## src/rtl/mux_arb_pkg.sv

```systemverilog
// Shared types and constants for the 2:1 mux round-robin arbiter.
//   state_t     : arbiter FSM states
//   GRANT_REQ0/1: requester indices as carried on sel / last_grant
//   HOLD_W      : width of the per-grant beat counter (MAX_HOLD up to 255)
package mux_arb_pkg;

  localparam int unsigned HOLD_W = 8;

  typedef enum logic [1:0] {
    IDLE   = 2'd0,
    GRANT0 = 2'd1,
    GRANT1 = 2'd2
  } state_t;

  localparam logic GRANT_REQ0 = 1'b0;
  localparam logic GRANT_REQ1 = 1'b1;

  // Grant state that corresponds to a requester index.
  function automatic state_t grant_state(input logic idx);
    return (idx == GRANT_REQ1) ? GRANT1 : GRANT0;
  endfunction

endpackage

```

## src/rtl/mux2.sv

```systemverilog
// 1-bit 2:1 mux cell.
//   a : selected when s = 0
//   b : selected when s = 1
//   s : select
//   y : output
module mux2 (
  input  logic a,
  input  logic b,
  input  logic s,
  output logic y
);

  assign y = s ? b : a;

endmodule

```

## src/rtl/rr_pick.sv

```systemverilog
// Two-way round-robin pick (combinational).
//   v0, v1     : requester valids
//   last_grant : index of the requester that finished the previous grant
//   pick       : index to grant (only meaningful when any = 1)
//   any        : at least one requester is valid
module rr_pick (
  input  logic v0,
  input  logic v1,
  input  logic last_grant,
  output logic pick,
  output logic any
);
  import mux_arb_pkg::*;

  always_comb begin
    any  = v0 | v1;
    pick = GRANT_REQ0;
    if (v0 && v1) begin
      // Tie goes to whoever did not hold the previous grant.
      pick = ~last_grant;
    end else if (v1) begin
      pick = GRANT_REQ1;
    end
  end

endmodule

```

## src/rtl/mux2_arbiter.sv

```systemverilog
// Round-robin arbiter/sequencer for the shared 2:1 mux datapath.
// A grant is locked for one burst, ended by a source last beat or by
// MAX_HOLD transfers, followed by one idle (re-arbitration) cycle.
//   clk, rst                  : clock, asynchronous active-high reset
//   req{0,1}_valid/data/last  : requester beats
//   req{0,1}_ready            : beat accepted this cycle (combinational)
//   out_valid/data/last       : muxed output beat (combinational)
//   out_ready                 : downstream accepts beat
//   sel                       : registered mux select (0 = req0, 1 = req1)
//   busy                      : a grant is active
// MAX_HOLD legal range is 1..255.
module mux2_arbiter #(
  parameter int unsigned WIDTH    = 1,
  parameter int unsigned MAX_HOLD = 4
) (
  input  logic             clk,
  input  logic             rst,
  input  logic             req0_valid,
  input  logic [WIDTH-1:0] req0_data,
  input  logic             req0_last,
  output logic             req0_ready,
  input  logic             req1_valid,
  input  logic [WIDTH-1:0] req1_data,
  input  logic             req1_last,
  output logic             req1_ready,
  output logic             out_valid,
  output logic [WIDTH-1:0] out_data,
  output logic             out_last,
  input  logic             out_ready,
  output logic             sel,
  output logic             busy
);
  import mux_arb_pkg::*;

  state_t              state_q, state_d;
  logic                sel_q, sel_d;
  logic                last_grant_q, last_grant_d;
  logic [HOLD_W-1:0]   hold_cnt_q, hold_cnt_d;

  logic                pick;
  logic                any_valid;
  logic                at_limit;
  logic                grant_idx;
  logic                gnt_valid;
  logic                gnt_last;
  logic                xfer;
  logic [WIDTH-1:0]    mux_data;

  // Arbitration between the two requesters.
  rr_pick u_pick (
    .v0         (req0_valid),
    .v1         (req1_valid),
    .last_grant (last_grant_q),
    .pick       (pick),
    .any        (any_valid)
  );

  // Per-bit data steering driven by the registered select.
  for (genvar i = 0; i < int'(WIDTH); i++) begin : g_mux
    mux2 u_mux2 (
      .a (req0_data[i]),
      .b (req1_data[i]),
      .s (sel_q),
      .y (mux_data[i])
    );
  end

  assign out_data = mux_data;
  assign sel      = sel_q;
  assign busy     = (state_q != IDLE);
  assign at_limit = (hold_cnt_q == HOLD_W'(MAX_HOLD - 1));

  // State register.
  always_ff @(posedge clk or posedge rst) begin
    if (rst) begin
      state_q      <= IDLE;
      sel_q        <= GRANT_REQ0;
      last_grant_q <= GRANT_REQ1;
      hold_cnt_q   <= '0;
    end else begin
      state_q      <= state_d;
      sel_q        <= sel_d;
      last_grant_q <= last_grant_d;
      hold_cnt_q   <= hold_cnt_d;
    end
  end

  // Next-state, hold counter and handshake outputs.
  always_comb begin
    state_d      = state_q;
    sel_d        = sel_q;
    last_grant_d = last_grant_q;
    hold_cnt_d   = hold_cnt_q;
    out_valid    = 1'b0;
    out_last     = 1'b0;
    req0_ready   = 1'b0;
    req1_ready   = 1'b0;
    grant_idx    = GRANT_REQ0;
    gnt_valid    = 1'b0;
    gnt_last     = 1'b0;
    xfer         = 1'b0;

    case (state_q)
      IDLE: begin
        if (any_valid) begin
          state_d = grant_state(pick);
          sel_d   = pick;
        end
      end

      GRANT0, GRANT1: begin
        grant_idx  = (state_q == GRANT1) ? GRANT_REQ1 : GRANT_REQ0;
        gnt_valid  = grant_idx ? req1_valid : req0_valid;
        gnt_last   = grant_idx ? req1_last  : req0_last;
        out_valid  = gnt_valid;
        out_last   = gnt_last | at_limit;
        req0_ready = out_ready & (grant_idx == GRANT_REQ0);
        req1_ready = out_ready & (grant_idx == GRANT_REQ1);
        xfer       = gnt_valid & out_ready;

        // Stalls (no valid or no ready) leave state and counter untouched.
        if (xfer) begin
          if (gnt_last | at_limit) begin
            state_d      = IDLE;
            last_grant_d = grant_idx;
            hold_cnt_d   = '0;
          end else begin
            hold_cnt_d = hold_cnt_q + HOLD_W'(1);
          end
        end
      end

      default: begin
        state_d = IDLE;
      end
    endcase
  end

endmodule

```

## config.mk

```make
export PLATFORM = sky130hd
export DESIGN_NAME = mux2_arbiter
export DESIGN_NICKNAME = d
export VERILOG_FILES = /design/src/rtl/mux_arb_pkg.sv /design/src/rtl/mux2.sv /design/src/rtl/rr_pick.sv /design/src/rtl/mux2_arbiter.sv
export SDC_FILE = /design/constraint.sdc
export NUM_CORES = 1
export LEC_CHECK = 0
export CAP_MARGIN = 20
export CORE_MARGIN = 3
export CORE_UTILIZATION = 49
export DETAILED_ROUTE_END_ITERATION = 16
export MAX_ROUTING_LAYER = met4
export PLACE_DENSITY_LB_ADDON = 0.15
export SYNTH_ARGS = -nofsm -noshare
export SYNTH_HDL_FRONTEND = slang
export SYNTH_SLANG_ARGS = --single-unit
```

## constraint.sdc

```tcl
create_clock -name clk -period 2.14 [get_ports clk]
set_clock_uncertainty 0.1 [all_clocks]
set_input_delay 0.428 -clock clk [delete_from_list [all_inputs] [get_ports clk]]
set_output_delay 0.428 -clock clk [all_outputs]
set_load 0.03 [all_outputs]
```

# Word level (Yosys, flattened, before mapping)

Index checks and enable logic that the tools add are counted.
Widths: inputs -> output; s select.

$add $sub $neg: 1
Equal/unequal tests: 6
Mux-type cells: 16
Bitwise operators: 7
Reduce and logical (&&, ||, !) cells: 8

Operator list:

| operator            | count |
|---|---|
| $mux 1              | 10 |
| $add 8x1->8 const B | 1 |
| $eq 8x2->1 const B  | 1 |
| $mux 2              | 4 |
| $mux 8              | 1 |
| $ne 2x2->1 const B  | 3 |
| $reduce_and 3->1    | 2 |
| $pmux 2 s2          | 1 |
| $reduce_and 2->1    | 2 |
| $and 1x1->1         | 3 |
| $eq 2x1->1 const B  | 1 |
| $eq 2x2->1 const B  | 1 |
| $logic_not 2->1     | 1 |
| $not 1->1           | 2 |
| $or 1x1->1          | 2 |
| $reduce_bool 2->1   | 1 |
| $reduce_or 2->1     | 1 |
| $logic_and 1x1->1   | 1 |

Word-level logic and storage cells: 42
Flip-flop bits (word level): 12
Output and inout port bits: 7
Bits of input ports: 9

# Longest topological paths before layout

Gate-level depths: netlist of the first run.

Depth after elaboration: 7
Gate-level depth with buffers: 7
Gate-level depth less buffers: 6

# Modules after synthesis

A second synthesis of the first run with hierarchy kept.

Cells, all modules: 84
Area, all modules: 737.0 µm²

By module, submodules not included:

| module       | sequential area each (µm²) | cells each | area each (µm²) | instances |
|---|---|---|---|---|
| mux2_arbiter | 301.5                      | 81         | 708.2           | 1 |
| mux2         | 0.0                        | 1          | 15.0            | 1 |
| rr_pick      | 0.0                        | 2          | 13.8            | 1 |

# Worst setup path before layout of the first run

No wires, ideal clock.

Path type: reg2out
Start: register state_q[0]
End: output out_last
Path slack: 0.056 ns
Required time: 1.612 ns
Cell stages (with the launch flop): 7
Data arrival time: 1.556 ns
Buffers on the path: 1
Path through: dfrtp_1 > inv_1 > ha_1 > mux2_4 > a31o_4 > buf_6 > and2_1

Longest elaborated chain between the ends: 5
Elaborated cells on any way between the ends: 7
Those cells by class: eq/ne: 2; mux: 3; bitwise: 1; reduce/logical: 1

RTL lines:

| element                  | line                                     | text |
|---|---|---|
| start: declaration       | mux2_arbiter.sv:35                       | `state_t state_q, state_d;` |
| start signal: assignment | mux2_arbiter.sv:81                       | `state_q <= state_d;` |
| $eq 2x2->1               | mux2_arbiter.sv:103, mux2_arbiter.sv:112 |  |
| $mux 1                   | mux2_arbiter.sv:112                      | `grant_idx = (state_q == GRANT1) ? GRANT_REQ1 : GRANT_REQ0;` |
| $mux 1                   | mux2_arbiter.sv:114                      | `gnt_last = grant_idx ? req1_last : req0_last;` |
| $or 1x1->1               | mux2_arbiter.sv:116                      | `out_last = gnt_last \| at_limit;` |
| $mux 1 *                 | mux2_arbiter.sv:103                      | `case (state_q)` |
| end: declaration         | mux2_arbiter.sv:28                       | `output logic out_last,` |

Mark *: on every way between the ends. The rest lies on a longest branch, timed or not.

# Final worst setup path of the first run

Start: register state_q[1]
End: output out_last

Same word-level chain as after synthesis.

==> results of run 1 <==
-- placed cells by master (no fill, tap or decap), types with 3 or more instances in the layout --
cell and instances:
dfrtp_1 11, o21ai_0 7, a22o_1 6, clkdlybuf4s50_1 9, mux2_2 4, buf_4 23
buf_6 3, inv_1 5, nand2_1 6, nor2_1 5, nor2b_1 5, clkbuf_4 3
ha_4 3, and3_1 6
-- power breakdown --
group	switching (mW)	internal, mW	leakage [nW]
combinational	0.446	0.453	0.407
clock	0.0753	0.104	0.0210
sequential	0.0441	0.288	0.157
total	0.565	0.845	0.586
-- cells by family after synthesis --
group | synth area share
simple gates | 0.218
compound gates | 0.225
flops | 0.377
buf+inv | 0.0423
mux | 0.0751
fa+ha+maj | 0.0626
-- per-stage QoR --
| step | instance area [um2] | setup WS (ns) | total power [mW] | hold WS [ns] | instances |
|---|---|---|---|---|---|
| 2_1_floorplan | 800 | 0.0563 | 0.808 | 0.192 | 83 |
| 3_3_place_gp | 1090 | -0.430 | 1.12 | 0.419 | 131 |
| 3_5_place_dp | 1090 | -0.441 | 1.14 | 0.455 | 131 |
| 4_1_cts | 1160 | -0.0719 | 1.36 | 0.356 | 136 |
| 5_1_grt | 1190 | -0.112 | 1.51 | 0.386 | 137 |
| 6_report | 1190 | -0.0421 | 1.41 | 0.351 | 137 |
-- flip-flops by register name (all words and copies together), names as in the netlist --
register and flops:
hold_cnt_q 8, sel 1, last_grant_q 1, state_q 2
-- worst max-delay path, stage by stage (launching register included) --
cell     delay (ns)
dfrtp_1        0.41
ha_4           0.19
mux2_4         0.30
a31o_4         0.22
and2_4         0.13
buf_6          0.13
-- layout make-up --
cell class                 instances  area, um2  share of cell area
inverter                           6       22.5              0.0189
timing repair buffer              36        305               0.257
tap                               15       18.8              0.0158
multi-input combinational         64        504               0.424
sequential                        12        302               0.254
clock buffer                       4       36.3              0.0305
-- worst max-delay path by stage --
stage                             to  slack, ns  cells after the start
after floorplan             out_last       0.06                      6
after global placement      out_last      -0.43                      5
after detailed placement    out_last      -0.44                      5
after CTS                   out_last      -0.07                      6
after global routing      req0_ready      -0.11                      7
final                       out_last      -0.04                      5
-- layer usage --
metal | GRT usage | vias up | wire, um
met5 | - | - | 0
met4 | 0.0511 | 0 | 21
met3 | 0.0742 | 3 | 85
met2 | 0.319 | 18 | 892
met1 | 0.279 | 370 | 899
li1 | - | 382 | -
-- what timing repair did --
action                     CTS  global route
gates cloned                 0             0
setup endpoints to repair    3             4
pin swaps                    0             2
hold endpoints to repair     0             0
gates resized for setup     20             3
buffers inserted             1             1
==> metrics.md, run 1 <==
| Metric | Value |
|---|---|
| Status | finished, violations left |
| Failing checks | negative setup slack |
| Die width | roughly 46 um |
| Worst r2r path cells | 6 |
| Synth top area cells | dfrtp_1 (34%), a22o_1 (6.6%), ha_1 (6.3%), mux2_2 (5.6%), and3_1 (4.7%) |
| R2R setup slack | 0.14 ns |
| CTS tree | done |
| Leak | slightly below 0.6 nW |
| Synthesized area | around 800 um2 |
| WP data required | between 1.5 and 2 ns |
| Total GRT Usage | 0.215 |
| Pwr/cell area | around 1200 mW/mm2 |
| Vias in the first global route | 750 |
| Syn_nets | between 90 and 100 |
| Count leader, synth | dfrtp_1 |
| Antenna diodes | 0 |
| CTS Sinks | 12 |
| RD Place Congestion | 0.847 |
| TritonRoute pass-1 iters | 4 |
| Global-route wire length before repair | about 3.2 mm |
| Fin crit share | 1.02 |
| R2R Path Start | state_q[1] |
| CP max FO | 2 |
| Final WL | between 1.5 and 2 mm |
| Routed Antenna Nets | 0 |
| Worst setup EP type | output port |
| Period minus WS final | ~2.2 ns |
| Overflow after GRT | 0 |
| Hold Vio Cnt, Final | 0 |
| Yosys warning total | 0 |
| Fill cell count | 100 |
| # Max-Cap Violations | 0 |
| WS Path Type | flip-flop to output port |
| F_max | 0.458 GHz |
| Synth Flop Type | dfrtp_1 |
| Unrepaired setup endpoints after global routing | yes |
| Worst hold path class | input pin to async pin |
| Post-CTS Hold Fix Bufs | 0 |
| Top cell type's share of synthesized area | 0.344 |
| Post-synth ARST share | 1.00 |
| Setup TNS | -0.0508 ns |
| RR Endpoint | state_q[1] |
| # rows | 13 |
| Synthesized area per cell | 9.63 um2 |
| Most frequent cells after synthesis | dfrtp_1 (11), o21ai_0 (7) |
| Vias post-DR | 773 |
| Initial drt markers | 18 |
| # H-tree levels | 1 |
| Initial core utilization | 0.565 |
| Clk slew on worst S/H paths | 0.07 ns |
| Worst Tran Pin Value | approximately 0.47 ns |
| Max Transition Viols Final | 0 |
| CTS Buf Count | 3 |
| Antenna violations before repair | 0 |
| CP startpoint kind | flip-flop |
| PortBufs | 15 |
| Final setup vio count | 2 |
| Largest net degree at the start of global routing | 13 |
| Critical Path AT | around 1.7 ns |
| Seq/Total Area, Yosys | 0.377 |
| Cells after synthesis | between 80 and 90 |
| Worst skew pair latency | about 0.28 ns |
| Final Util | 0.840 |
| CTS Root Cell | clkbuf_4 |
| Setup ws final | -0.0421 ns |
| Share of layout cells above drive strength 1 | 0.377 |
| Peak supply drop | around 0.001 V |
| # nets final | 136 |
| Routed vias/inst | around 5.6 |
| Die Area | between 0.002 and 0.0025 mm2 |
| Routed wire per std cell | 13.9 um |
| CP startpoint | state_q[1] |
| Yosys top cell by area | dfrtp_1 |
| Chip height | between 40 and 50 um |
| Register bit total from synthesis | 12 |
| Longest Clk Path Bufs | 2 |
| Top Ports | 16 |
| Drt drc | 0 |
| Number of synthesized flops with an enable pin | 0 |
| DPL Wire Length | between 1 and 1.5 mm |
| Yosys cell types | 26 |
| Synthesis-to-finish area growth | 48.7% |
| Worst rel slew slack | 0.690 |
| Core box area | 0.00142 mm2 |
No activity file was read; power rests on OpenSTA's default activity.
==> run 2, diff against run 1 <==
Settings changed: CORE_UTILIZATION 49 to 48, SYNTH_HIERARCHICAL set to 1.
==> run 2 against run 1 <==
  * The flow still finishes with violations (negative setup slack)
  * Critical path type unchanged
  * Wire length up 8.1%
  * Setup slack worse by 0.0068 ns
  * Final cell count up 1.5%
  * Synthesized cell count up 1.2%
  * Clock-buffer cell count unchanged
  * Maximum frequency down 0.31%
  * Critical path depth up 1
  * Sequential power up 12%
  * Combinational power up 0.8%
  * Non-clock buffer count up 1
==> metrics.md, run 2 <==
| Metric | Value |
|---|---|
| Status | finished, violations left |
| Failing checks | negative setup slack |
| Register bit total from synthesis | 12 |
| Fin crit share | 1.02 |
| CTS Sinks | 12 |
| Most frequent cells after synthesis | dfrtp_1 (11), nand2_1 (11), o21ai_0 (10) |
| Largest Register | hold_cnt_q |
| Cells after synthesis | 84 |
| Final std cells w/o fill | approximately 140 |
| Synthesized area per cell | 8.77 um2 |
| Final setup vio count | 2 |
| Total GRT Usage | 0.237 |
| # Max-Cap Violations | 0 |
| Top cell type's share of synthesized area | 0.374 |
| Setup TNS | -0.0690 ns |
| Setup crit end | out_last |
| Vias post-DR | just under 800 |
| Initial core utilization | 0.539 |
| Worst setup EP type | output port |
| Vias in the first global route | about 750 |
| Number of synthesized flops with an enable pin | 0 |
| Worst Tran Pin Value | between 0.4 and 0.5 ns |
| CP max FO | 2 |
| # H-tree levels | 1 |
| Die Area | ~0.002 mm2 |
| Top Registers | hold_cnt_q (8), state_q (2) |
| Leak | ~0.54 nW |
| R2R setup slack | 0.06 ns |
| PortBufs | 15 |
| DPL Wire Length | approximately 1.4 mm |
| Hold Vio Cnt, Final | 0 |
| Synth top area cells | dfrtp_1 (37%), o21ai_0 (6.8%), nand2_1 (5.6%), ha_1 (5.1%), inv_1 (4.1%) |
| Initial drt markers | 24 |
| Die width | 45.2 um |
| Register area | roughly 300 um2 |
| Core box area | 0.00137 mm2 |
| Routed Antenna Nets | 0 |
| Yosys top cell by area | dfrtp_1 |
| Drt drc | 0 |
| Antenna violations before repair | 0 |
| Chip height | around 45 um |
| CP startpoint kind | flip-flop |
| Largest net degree at the start of global routing | 13 |
| Synth Flop Type | dfrtp_1 |
| Clk slew on worst S/H paths | 0.08 ns |
| Commonest cells after routing, fill and taps aside | buf_4 (21), dfrtp_1 (11), nand2_1 (10), o21ai_0 (10), clkdlybuf4s50_1 (9) |
| Pwr/cell area | roughly 1200 mW/mm2 |
| Critical Path AT | approximately 1.7 ns |
| Worst r2r path cells | 8 |
| Final Util | 0.854 |
| Post-CTS Hold Fix Bufs | 0 |
| Worst rel slew slack | 0.674 |
| R2R Path Start | state_q[1] |
| RR Endpoint | hold_cnt_q[6] |
| Worst hold path class | input pin to async pin |
| WS Path Type | flip-flop to output port |
| Overflow after GRT | 0 |
| Most common cell after layout, fill and taps aside | buf_4 |
| RD Place Congestion | 0.823 |
| Yosys warning total | 6 |
| CTS tree | done |
| Peak supply drop | approximately 0.00078 V |
| Max Transition Viols Final | 0 |
| Routed vias/inst | roughly 5.7 |
| CTS Root Cell | clkbuf_4 |
| Final WL | between 2 and 2.5 mm |
| Tot Pwr | around 1.5 mW |
| Yosys cell types | 31 |
| Post-synth ARST share | 1.00 |
| # nets final | around 140 |
| CP startpoint | state_q[0] |
| Global-route wire length before repair | 3.34 mm |
| Setup ws final | -0.0489 ns |
| Antenna diodes | 0 |
| Longest Clk Path Bufs | 2 |
| Worst skew pair latency | 0.27 ns |
| Synthesized area | around 740 um2 |
| Period minus WS final | 2.19 ns |
| Fill cell count | between 80 and 90 |
| Share of layout cells above drive strength 1 | 0.339 |
| Number of flip-flops under the largest register name | 8 |
| Synthesis-to-finish area growth | 58.4% |
| Top Ports | 16 |
| TritonRoute pass-1 iters | 4 |
| F_max | about 0.46 GHz |
| DP Cell Count | around 130 |
| # rows | 13 |
| Routed wire per std cell | about 15 um |
| Seq/Total Area, Yosys | 0.409 |
| Place WS | -0.435 ns |
| Unrepaired setup endpoints after global routing | yes |
| CTS Buf Count | 3 |
| Multi-input logic area | around 460 um2 |
| WP data required | between 1.5 and 2 ns |
| Syn_nets | 96 |
-- run 2: cell types whose count changed in the layout (fill, tap and decap cells not counted), sizes merged, moves of 3 or more --
cell / previous run / this run
and3: 6 / 0
mux2: 5 / 2
nand2: 6 / 11
nor2b: 5 / 1
o21ai: 7 / 10
a22o: 6 / 0
-- run 2: repair_timing --
action	CTS	global route
endpoints found under the setup margin	6	5
cloned	0	0
buffers inserted	0	2
pin swaps	1	1
hold endpoints to repair	0	0
resized for setup	21	6
-- run 2: cell families after synthesis --
family                     synth area share
adders and majority gates            0.0509
DFF                                   0.409
buffers and inverters                0.0509
and+or+nand+nor                       0.229
muxes                                0.0628
AOI/OAI and AO/OA                     0.197
-- run 2: report_power, final --
part,switching (mW),internal [mW]
Combinational,0.453,0.452
Sequential,0.0613,0.309
Clock,0.0776,0.103
-- run 2: metrics by stage --
step	cell area [um2]	hold slack [ns]
5_1_grt	1170	0.393
6_report	1170	0.366
3_3_place_gp	1040	0.377
2_1_floorplan	737	0.192
3_5_place_dp	1040	0.389
4_1_cts	1120	0.375
-- run 2: worst min path at each step --
stage                 start            end  cells past startpoint
2_1_floorplan           rst  hold_cnt_q[0]                      1
3_5_place_dp   last_grant_q   last_grant_q                      2
5_1_grt                 rst  hold_cnt_q[5]                      2
3_3_place_gp   last_grant_q   last_grant_q                      2
6_report                rst  hold_cnt_q[3]                      2
4_1_cts                 rst     state_q[1]                      2
-- run 2: per-layer routing --
layer,global-route usage,part of all wire,vias up
met4,0.0936,0.014,0
li1,-,-,385
met1,0.307,0.42,369
met2,0.367,0.49,30
met5,-,0,-
met3,0.0398,0.080,5
-- run 2: final cells by class --
cell class,count,share of cell area
clock buffers,4,0.0311
inverters,8,0.0279
multi-input cells,63,0.391
flip-flops and latches,12,0.258
well taps,15,0.0161
repair buffers,37,0.275
-- run 2: worst max-delay path, stage by stage, from the launching register on --
cell and delay (ns):
dfrtp_1 0.39, inv_2 0.08, ha_4 0.14, mux2_4 0.31, a31o_4 0.21, and2_4 0.13, buf_6 0.13
